<file path="src/rtl/mips_tb_pkg.sv">
// Shared types and helpers for the MIPS run monitor: FSM state encoding,
// the default watched data address and a saturating counter increment.
package mips_tb_pkg;

  typedef enum logic [1:0] {
    ST_IDLE  = 2'd0,
    ST_RESET = 2'd1,
    ST_RUN   = 2'd2,
    ST_DONE  = 2'd3
  } run_state_e;

  // Data address whose stores are captured when no override is given.
  localparam logic [31:0] WATCH_ADR_DEFAULT = 32'h0000_07D0;

  // Increment a counter of 'width' bits (<= 32), sticking at all-ones.
  function automatic logic [31:0] sat_inc(input logic [31:0] value, input int unsigned width);
    logic [31:0] max_s;
    if (width >= 32'd32) begin
      max_s = 32'hFFFF_FFFF;
    end else begin
      max_s = (32'd1 << width) - 32'd1;
    end
    if (value >= max_s) begin
      sat_inc = max_s;
    end else begin
      sat_inc = value + 32'd1;
    end
  endfunction

endpackage

</file>
<file path="src/rtl/halt_detector.sv">
// Halt detector: remembers the previous PC and counts how many consecutive
// samples carried the same PC. A jump-to-self loop shows up as a PC that
// stops moving; 'halted' flags the sample that completes HALT_REPEAT repeats.
module halt_detector
  import mips_tb_pkg::*;
#(
  parameter int ADDR_W      = 32,
  parameter int CNT_W       = 16,
  parameter int HALT_REPEAT = 4
) (
  input  logic              clk,
  input  logic              rst,
  input  logic              clear,
  input  logic              sample,
  input  logic [ADDR_W-1:0] pc,
  output logic              changed,
  output logic              halted
);

  logic              valid_r;
  logic [ADDR_W-1:0] prev_pc_r;
  logic [CNT_W-1:0]  repeat_r;
  logic              changed_s;
  logic [CNT_W-1:0]  repeat_next_s;

  // Change detection and next repeat count; the first sample after a clear always counts as a change.
  always_comb begin
    changed_s = (!valid_r) || (pc != prev_pc_r);
    if (changed_s) begin
      repeat_next_s = CNT_W'(1);
    end else begin
      repeat_next_s = CNT_W'(sat_inc(32'(repeat_r), CNT_W));
    end
  end

  assign changed = changed_s;
  assign halted  = sample && (repeat_next_s >= CNT_W'(HALT_REPEAT));

  // Previous-PC and repeat-count registers, cleared at the start of every run.
  always_ff @(posedge clk or negedge rst) begin
    if (!rst) begin
      valid_r   <= 1'b0;
      prev_pc_r <= '0;
      repeat_r  <= '0;
    end else if (clear) begin
      valid_r   <= 1'b0;
      prev_pc_r <= '0;
      repeat_r  <= '0;
    end else if (sample) begin
      valid_r   <= 1'b1;
      prev_pc_r <= pc;
      repeat_r  <= repeat_next_s;
    end
  end

endmodule

</file>
<file path="src/rtl/mips_run_monitor.sv">
// Run controller and self-checking monitor for a single-cycle MIPS core.
// Sequences the CPU reset, watches the instruction and data buses, stops on
// halt or timeout, and grades the watched store against an expected value.
module mips_run_monitor
  import mips_tb_pkg::*;
#(
  parameter int              ADDR_W       = 32,
  parameter int              DATA_W       = 32,
  parameter int              CNT_W        = 16,
  parameter int              RESET_CYCLES = 2,
  parameter int              HALT_REPEAT  = 4,
  parameter int              TIMEOUT      = 512,
  parameter logic [ADDR_W-1:0] WATCH_ADR  = ADDR_W'(WATCH_ADR_DEFAULT)
) (
  input  logic              clk,
  input  logic              rst,
  input  logic              start,
  input  logic [DATA_W-1:0] expect_val,
  input  logic [ADDR_W-1:0] inst_adr,
  input  logic [ADDR_W-1:0] data_adr,
  input  logic [DATA_W-1:0] data_wr,
  input  logic              mem_write,
  output logic              cpu_rst,
  output logic              busy,
  output logic              done,
  output logic              pass,
  output logic              timeout,
  output logic              watch_hit,
  output logic [CNT_W-1:0]  cycle_cnt,
  output logic [CNT_W-1:0]  inst_cnt,
  output logic [CNT_W-1:0]  store_cnt,
  output logic [DATA_W-1:0] watch_val
);

  run_state_e        state_r, state_s;
  logic [CNT_W-1:0]  rst_cnt_r, rst_cnt_s;
  logic [CNT_W-1:0]  cycle_cnt_r, cycle_cnt_s;
  logic [CNT_W-1:0]  inst_cnt_r, inst_cnt_s;
  logic [CNT_W-1:0]  store_cnt_r, store_cnt_s;
  logic [DATA_W-1:0] watch_val_r, watch_val_s;
  logic              watch_hit_r, watch_hit_s;
  logic              timeout_r, timeout_s;
  logic              pass_r, pass_s;
  logic              cpu_rst_r, cpu_rst_s;
  logic              busy_r, busy_s;
  logic              done_r, done_s;
  logic              hd_clear_s, hd_sample_s, pc_changed_s, halted_s;

  assign hd_clear_s  = start && ((state_r == ST_IDLE) || (state_r == ST_DONE));
  assign hd_sample_s = (state_r == ST_RUN);

  halt_detector #(
    .ADDR_W      (ADDR_W),
    .CNT_W       (CNT_W),
    .HALT_REPEAT (HALT_REPEAT)
  ) u_halt (
    .clk     (clk),
    .rst     (rst),
    .clear   (hd_clear_s),
    .sample  (hd_sample_s),
    .pc      (inst_adr),
    .changed (pc_changed_s),
    .halted  (halted_s)
  );

  // Next-state and next-statistics logic; everything holds unless the current state says otherwise.
  always_comb begin
    state_s     = state_r;
    rst_cnt_s   = rst_cnt_r;
    cycle_cnt_s = cycle_cnt_r;
    inst_cnt_s  = inst_cnt_r;
    store_cnt_s = store_cnt_r;
    watch_val_s = watch_val_r;
    watch_hit_s = watch_hit_r;
    timeout_s   = timeout_r;
    pass_s      = pass_r;
    case (state_r)
      ST_IDLE, ST_DONE: begin
        if (start) begin
          state_s     = ST_RESET;
          rst_cnt_s   = '0;
          cycle_cnt_s = '0;
          inst_cnt_s  = '0;
          store_cnt_s = '0;
          watch_val_s = '0;
          watch_hit_s = 1'b0;
          timeout_s   = 1'b0;
          pass_s      = 1'b0;
        end else begin
          state_s = state_r;
        end
      end
      ST_RESET: begin
        if (rst_cnt_r >= CNT_W'(RESET_CYCLES - 1)) begin
          state_s = ST_RUN;
        end else begin
          rst_cnt_s = CNT_W'(sat_inc(32'(rst_cnt_r), CNT_W));
        end
      end
      ST_RUN: begin
        cycle_cnt_s = CNT_W'(sat_inc(32'(cycle_cnt_r), CNT_W));
        if (pc_changed_s) begin
          inst_cnt_s = CNT_W'(sat_inc(32'(inst_cnt_r), CNT_W));
        end else begin
          inst_cnt_s = inst_cnt_r;
        end
        if (mem_write) begin
          store_cnt_s = CNT_W'(sat_inc(32'(store_cnt_r), CNT_W));
        end else begin
          store_cnt_s = store_cnt_r;
        end
        if (mem_write && (data_adr == WATCH_ADR)) begin
          watch_val_s = data_wr;
          watch_hit_s = 1'b1;
        end else begin
          watch_val_s = watch_val_r;
        end
        // A halt on the timeout cycle is a genuine finish, so it takes priority.
        if (halted_s) begin
          state_s   = ST_DONE;
          timeout_s = 1'b0;
          pass_s    = watch_hit_s && (watch_val_s == expect_val);
        end else if (cycle_cnt_s >= CNT_W'(TIMEOUT - 1)) begin
          state_s   = ST_DONE;
          timeout_s = 1'b1;
          pass_s    = 1'b0;
        end else begin
          state_s = ST_RUN;
        end
      end
      default: begin
        state_s = ST_IDLE;
      end
    endcase
    cpu_rst_s = (state_s == ST_IDLE) || (state_s == ST_RESET);
    busy_s    = (state_s == ST_RESET) || (state_s == ST_RUN);
    done_s    = (state_s == ST_DONE);
  end

  // State, statistics and status flags all update together on the clock edge.
  always_ff @(posedge clk or negedge rst) begin
    if (!rst) begin
      state_r     <= ST_IDLE;
      rst_cnt_r   <= '0;
      cycle_cnt_r <= '0;
      inst_cnt_r  <= '0;
      store_cnt_r <= '0;
      watch_val_r <= '0;
      watch_hit_r <= 1'b0;
      timeout_r   <= 1'b0;
      pass_r      <= 1'b0;
      cpu_rst_r   <= 1'b1;
      busy_r      <= 1'b0;
      done_r      <= 1'b0;
    end else begin
      state_r     <= state_s;
      rst_cnt_r   <= rst_cnt_s;
      cycle_cnt_r <= cycle_cnt_s;
      inst_cnt_r  <= inst_cnt_s;
      store_cnt_r <= store_cnt_s;
      watch_val_r <= watch_val_s;
      watch_hit_r <= watch_hit_s;
      timeout_r   <= timeout_s;
      pass_r      <= pass_s;
      cpu_rst_r   <= cpu_rst_s;
      busy_r      <= busy_s;
      done_r      <= done_s;
    end
  end

  assign cpu_rst   = cpu_rst_r;
  assign busy      = busy_r;
  assign done      = done_r;
  assign pass      = pass_r;
  assign timeout   = timeout_r;
  assign watch_hit = watch_hit_r;
  assign cycle_cnt = cycle_cnt_r;
  assign inst_cnt  = inst_cnt_r;
  assign store_cnt = store_cnt_r;
  assign watch_val = watch_val_r;

endmodule

</file>
<file path="config.mk">
export PLATFORM = sky130hd
export DESIGN_NAME = mips_run_monitor
export DESIGN_NICKNAME = d
export VERILOG_FILES = /design/src/rtl/mips_tb_pkg.sv /design/src/rtl/halt_detector.sv /design/src/rtl/mips_run_monitor.sv
export SDC_FILE = /design/constraint.sdc
export NUM_CORES = 1
export LEC_CHECK = 0
export BUFFER_PORTS_ARGS = -buffer_cell sky130_fd_sc_hd__buf_4
export CAP_MARGIN = 20
export CELL_PAD_IN_SITES_DETAIL_PLACEMENT = 0
export CELL_PAD_IN_SITES_GLOBAL_PLACEMENT = 1
export CORE_MARGIN = 4
export CORE_UTILIZATION = 30
export DETAILED_ROUTE_END_ITERATION = 10
export PLACE_DENSITY = 0.59
export SYNTH_ARGS = -nofsm -noshare
export SYNTH_HDL_FRONTEND = slang
export SYNTH_SLANG_ARGS = --single-unit
</file>
<file path="constraint.sdc">
create_clock -name clk -period 5 [get_ports clk]
set_clock_uncertainty 0.05 [all_clocks]
set_input_delay 1 -clock clk [delete_from_list [all_inputs] [get_ports clk]]
set_output_delay 1 -clock clk [all_outputs]
set_load 0.02 [all_outputs]
</file>
==> results of run 1 <==
-- worst paths after layout --
kind / startpoint / end / slack (ns) / cells past startpoint
setup / recovery: data_adr[0] / pass$_DFFE_PN0P_ / 1.48 / 9
hold / removal: u_halt.valid_r$_DFFE_PN0P_ / u_halt.valid_r$_DFFE_PN0P_ / 0.46 / 2
setup reg to reg: u_halt.repeat_r[0]$_DFFE_PN0P_ / busy$_DFF_PN0_ / 1.81 / 9
hold reg to reg: u_halt.valid_r$_DFFE_PN0P_ / u_halt.valid_r$_DFFE_PN0P_ / 0.46 / 2
max in group asynchronous: rst / watch_val[1]$_DFFE_PN0P_ / 3.29 / 2
min in group asynchronous: rst / store_cnt[14]$_DFFE_PN0P_ / 0.53 / 1
-- power groups by stage --
| stage | Sequential [mW] | Combinational, mW | Clock [mW] |
|---|---|---|---|
| 5_1_grt | 1.55 | 1.33 | 1.40 |
| 4_1_cts | 1.53 | 1.20 | 1.35 |
| 2_1_floorplan | 1.56 | 0.730 | 0 |
| 3_3_place_gp | 1.55 | 1.19 | 0 |
| 6_report | 1.53 | 1.18 | 1.30 |
| 3_5_place_dp | 1.55 | 1.20 | 0 |
-- cell type report --
cell class,count,area (sq um)
Tap cell,384,480
Fill cell,2970,17400
Clock buffer,17,425
Timing Repair Buffer,228,1720
Sequential cell,153,3830
Clock inverter,15,155
Inverter,54,203
Multi-Input combinational cell,718,4610
-- worst max-delay path, stage by stage --
cell	delay (ns)
buf_4	0.11
nor4_2	0.30
nand4_2	0.32
nor3_4	0.81
mux2i_1	0.18
o2bb2ai_1	0.16
a211o_1	0.28
or4_4	0.54
o21ai_2	0.11
-- logic make-up after synthesis --
group	Yosys count	synth area share, %
compound gates	261	19.3
xor+xnor	60	5.98
fa+ha+maj	10	1.42
buf+inv	99	4.34
flops	153	43.5
mux	47	5.36
simple gates	340	20.1
-- cell usage in the layout, fill, tap and decap left out, types with 3 or more instances in the layout --
| cell type | count |
|---|---|
| buf_4 | 227 |
| dfrtp_1 | 152 |
| nor2_1 | 89 |
| o21ai_0 | 74 |
| nand2_1 | 67 |
| a21oi_1 | 55 |
| inv_1 | 53 |
| a22o_1 | 49 |
| mux2i_1 | 46 |
| xor2_1 | 42 |
| nand3_1 | 36 |
| nor4_1 | 24 |
| nor3_1 | 23 |
| nand4_1 | 18 |
| xnor2_1 | 18 |
| and3_1 | 17 |
| clkbuf_16 | 17 |
| o22ai_1 | 16 |
| and2_1 | 15 |
| nor2b_1 | 14 |
| a211oi_1 | 9 |
| ha_1 | 9 |
| o31ai_1 | 8 |
| or3_1 | 7 |
| a31oi_1 | 7 |
| nand2b_1 | 7 |
| o211ai_1 | 6 |
| nor4_2 | 6 |
| a21o_1 | 5 |
| inv_8 | 5 |
| o21a_1 | 4 |
| a41oi_1 | 4 |
| inv_6 | 4 |
| or4_1 | 3 |
| o41ai_1 | 3 |
| clkinvlp_4 | 3 |
-- through the flow --
step | utilization, % | power, mW | hold slack, ns | instances
after CTS | 39.7 | 4.08 | 0.465 | 1569
after detailed placement | 37.7 | 2.75 | 0.446 | 1537
final | 39.7 | 4.01 | 0.457 | 1569
after global placement | 37.7 | 2.74 | 0.435 | 1537
after floorplan | - | 2.29 | 0.416 | 970
after global routing | 39.7 | 4.29 | 0.487 | 1569
-- layer usage --
layer  vias to the layer above  GRT usage [%]
li1                       3923              -
met1                      3890           24.0
met2                       199           26.9
met3                        24           4.98
met4                         0           3.90
met5                         -              0
-- registers in the layout, summed over array words and instances (netlist names) --
register          cells
busy                  1
cpu_rst               1
cycle_cnt            16
done                  1
inst_cnt             16
pass                  1
rst_cnt_r            16
state_r               2
store_cnt            16
timeout               1
u_halt.prev_pc_r     32
u_halt.repeat_r      16
u_halt.valid_r        1
watch_hit             1
watch_val            32
==> results_dict.tcl, run 1 <==
set metrics [dict create \
    synthCells 970 \
    drc 0 \
    syn_area_sq_mm 0.00879 \
    cp.arrival_ns 3.82 \
    outcome "finished clean" \
    hp-class "reg -> reg" \
    antenna_left 0 \
    clkTransAtPathRegs_ns 0.08 \
    worst_slack_ns 1.48 \
    rows 62 \
    grt_max_degree 85 \
    wl_per_cell_um 17.6 \
    die-area_sq_mm 0.0321 \
    die_y_um 179 \
    ctsRootBufferMaster "clkbuf_16" \
    setup-violations-final 0 \
    start_util_pct 30.6 \
    dpl-instance-area_sq_mm 0.0108 \
    synth_top_flop_cell "dfrtp_1" \
    power_frac_comb_pct 29.4 \
    ys_top_cells_by_count "dfrtp_1, nor2_1, o21ai_0" \
    gp_congestion 0.816 \
    critPathKind "in -> reg" \
    crit_required_ns 5.30 \
    rsz0062_at_grt "no" \
    startpoint_type "input port" \
    min_period_ns 3.52 \
    htreeDepth 4 \
    insertedDiodeCount 0 \
    p_int_mw 2.51 \
    cp-end-kind "register" \
    period_share_pct 70.3 \
    relSlewSlack_pct 31.2 \
    fmax_mhz 284 \
    synth-seq-area-share_pct 43.5 \
    yosysTopAreaCell "dfrtp_1" \
    topRoutingLayerUsed "met4" \
    cts_hold_buf 0 \
    syn_nets 1112 \
    max_slew.worst_pin.slew_ns 1.03 \
    cts_buffer_depth 2 \
    leakagePower_nw 5.19 \
    synth-seq-cells 153 \
    switching_share_pct 37.3 \
    pwr-share-clk_pct 32.5 \
    irDropWorstVdd_mv 0.214 \
    clkLatencyLatePin_ns 0.44 \
    hold_viol_final 0 \
    synthMostInstantiatedCell "dfrtp_1" \
    coreArea_sq_mm 0.0288 \
    fin_area_sq_mm 0.0114 \
    routed_wl_mm 27.7 \
    met2_wirelength_mm 12.5 \
    first_global_vias 8148 \
    slew_viol_final 0 \
    synth_top_area_share_pct 43.2 \
    area_delta_synth_final_pct 29.9 \
    p_switching_mw 1.50 \
    clock_sinks 153 \
    avgSynthCellArea_sq_um 9.07 \
    synth_cell_types 64 \
    grtUsageTotal_pct 17.3 \
    port_buffers 217 \
    vias 8036 \
    io_pins 218 \
    wl_met3_mm 1.90 \
    dr.pass1.iters 5 \
    cts_setup_buffers 0 \
    yosys_warnings 0 \
    cts_resized 0 \
    drive_above_1_share_pct 23.5 \
    dr.first_iter.drc_count 610 \
    dp_hpwl_mm 19.9 \
    sequentialPowerShare_pct 38.1 \
    die_x_um 179 \
    overflow 0 \
    dp_slack_ns 1.03 \
    fin_setup_tns_ns 0 \
    drv_cap 0 \
    viasPerCell 5.12 \
    synth-edff-count 0 \
    numCtsBuffers 17 \
    antenna_found_initial 0 \
    critPathMaxFanout 16 \
    grt_pass1_wl_mm 44.6 \
    power.density_mw_per_mm2 351 \
    async_flop_share_pct 100 \
    met1_length_mm 13.0 \
    layout.nets 1314 \
    netlist_top_cells_area "dfrtp_1, mux2i_1, a22o_1" \
    cts_tree "built" \
]
Power figures use the tool's default switching activity.
==> inputs of run 2 (changes only) <==
--- a/config.mk
+++ b/config.mk
@@ -12,7 +12,7 @@
 export CORE_MARGIN = 4
 export CORE_UTILIZATION = 30
 export DETAILED_ROUTE_END_ITERATION = 10
-export PLACE_DENSITY = 0.59
+export PLACE_DENSITY = 0.61
 export SYNTH_ARGS = -nofsm -noshare
 export SYNTH_HDL_FRONTEND = slang
 export SYNTH_SLANG_ARGS = --single-unit
==> constraint.sdc (replaced) <==
create_clock -name clk -period 2.9 [get_ports clk]
set_clock_uncertainty 0.05 [all_clocks]
set_input_delay 0.58 -clock clk [delete_from_list [all_inputs] [get_ports clk]]
set_output_delay 0.58 -clock clk [all_outputs]
set_load 0.02 [all_outputs]
==> run 2 against run 1 <==
Compared with the run above:
- count of clock-buffer cells in the layout stayed put
- setup slack worse by 1.3 ns
- first-iteration DRC count fell by 23%
- highest routed layer unchanged
==> results_dict.tcl, run 2 (synthesis results as in run 1) <==
set metrics [dict create \
    cp.arrival_ns 2.98 \
    die_x_um 179 \
    drc 0 \
    coreArea_sq_mm 0.0288 \
    final_common_cell "buf_4" \
    antenna_left 0 \
    power_mw 6.99 \
    hold_viol_final 0 \
    reg2reg_depth 10 \
    die_y_um 179 \
    start_util_pct 30.6 \
    fmax_mhz 369 \
    grt_max_degree 57 \
    antenna_found_initial 0 \
    layout.nets 1369 \
    final_cell_mix "buf_4, dfrtp_1, nor2_1" \
    wl_per_cell_um 17.1 \
    topRoutingLayerUsed "met4" \
    grtUsageTotal_pct 17.3 \
    cts_setup_buffers 0 \
    clkTransAtPathRegs_ns 0.07 \
    htreeDepth 4 \
    clock_sinks 153 \
    reg2reg_to "busy$_DFF_PN0_" \
    cp-end-kind "register" \
    cts_tree "built" \
    dp_hpwl_mm 20.6 \
    min_period_ns 2.71 \
    drive_above_1_share_pct 27.4 \
    met1_length_mm 13.1 \
    overflow 0 \
    period_share_pct 93.4 \
    vias 8228 \
    critPathKind "reg -> reg" \
    fin_setup_tns_ns 0 \
    met2_wirelength_mm 12.6 \
    outcome "finished clean" \
    port_buffers 217 \
    relSlewSlack_pct 59.5 \
    routed_wl_mm 27.7 \
    critPathMaxFanout 3 \
    area_delta_synth_final_pct 35.9 \
    holdWs_ns 0.0607 \
    wl_met3_mm 1.79 \
    irDropWorstVdd_mv 0.396 \
    rsz0062_at_grt "no" \
    drv_cap 0 \
    crit_required_ns 3.17 \
    power.density_mw_per_mm2 585 \
    viasPerCell 5.07 \
    numCtsBuffers 17 \
    gp_congestion 0.830 \
    rows 62 \
    first_global_vias 8271 \
    ctsRootBufferMaster "clkbuf_16" \
    insertedDiodeCount 0 \
    clkLatencyLatePin_ns 0.43 \
    max_slew.worst_pin.slew_ns 0.605 \
    setup-violations-final 0 \
    dr.first_iter.drc_count 469 \
    slew_viol_final 0 \
    dr.pass1.iters 10 \
    hp-class "in -> async" \
    startpoint_type "register" \
    io_pins 218 \
    die-area_sq_mm 0.0321 \
    r2r_start "cycle_cnt[0]$_DFFE_PN0P_" \
    reg2reg_slack_ns 0.19 \
    grt_pass1_wl_mm 44.2 \
    leakagePower_nw 5.50 \
    cts_buffer_depth 2 \
]
## run 2: area by class of cell
class / instances / area [sq um]
clock inverters: 15 / 155
well taps: 384 / 480
clock buffers: 17 / 425
fillers: 2911 / 16800
repair buffers: 283 / 2220
flip-flops and latches: 153 / 3830
multi-input cells: 718 / 4640
inverters: 54 / 203
## run 2: per-stage QoR
step | util, % | std cells | worst slack [ns] | cell area, sq um
6_report | 41.5 | 1624 | 0.190 | 11900
5_1_grt | 41.5 | 1624 | 0.0187 | 11900
2_1_floorplan | - | 970 | 0.00807 | 8790
3_3_place_gp | 39.4 | 1592 | -0.161 | 11300
3_5_place_dp | 39.4 | 1592 | -0.218 | 11300
4_1_cts | 41.4 | 1624 | 0.0642 | 11900
## run 2: layer usage
metal / vias up / track usage, %
met5: - / 0
met4: 0 / 3.65
met3: 13 / 4.43
met2: 223 / 27.3
met1: 3952 / 24.2
li1: 4040 / -
## run 2: worst max-delay path: stages, from the launching register on
cell	delay, ns
dfrtp_1	0.40
ha_1	0.24
and3_1	0.21
and3_1	0.21
and3_1	0.21
xnor2_1	0.13
nor3_1	0.09
or4_4	0.53
nor2_2	0.11
a21oi_1	0.11
ha_1	0.29
## run 2: power breakdown
group	switching [mW]	total (mW)	internal, mW
combinational	1.29	2.15	0.862
clock	1.07	2.22	1.15
sequential	0.203	2.62	2.42
total	2.56	6.99	4.43
## run 2: worst max path at each step
stage | start | depth (start not counted) | end | slack, ns
CTS | cycle_cnt[6]$_DFFE_PN0P_ | 10 | busy$_DFF_PN0_ | 0.06
global route | u_halt.repeat_r[6]$_DFFE_PN0P_ | 8 | busy$_DFF_PN0_ | 0.02
detailed placement | data_adr[0] | 10 | pass$_DFFE_PN0P_ | -0.22
floorplan | cycle_cnt[2]$_DFFE_PN0P_ | 10 | busy$_DFF_PN0_ | 0.008
finish | cycle_cnt[0]$_DFFE_PN0P_ | 10 | busy$_DFF_PN0_ | 0.19
global placement | data_adr[0] | 10 | pass$_DFFE_PN0P_ | -0.16
## run 2: what timing repair did
| item | 4_1_cts | 5_1_grt |
|---|---|---|
| setup endpoints to repair | 0 | 3 |
| gates resized for setup | 0 | 6 |
| hold buffers | 0 | 0 |
| hold endpoints to repair | 0 | 0 |
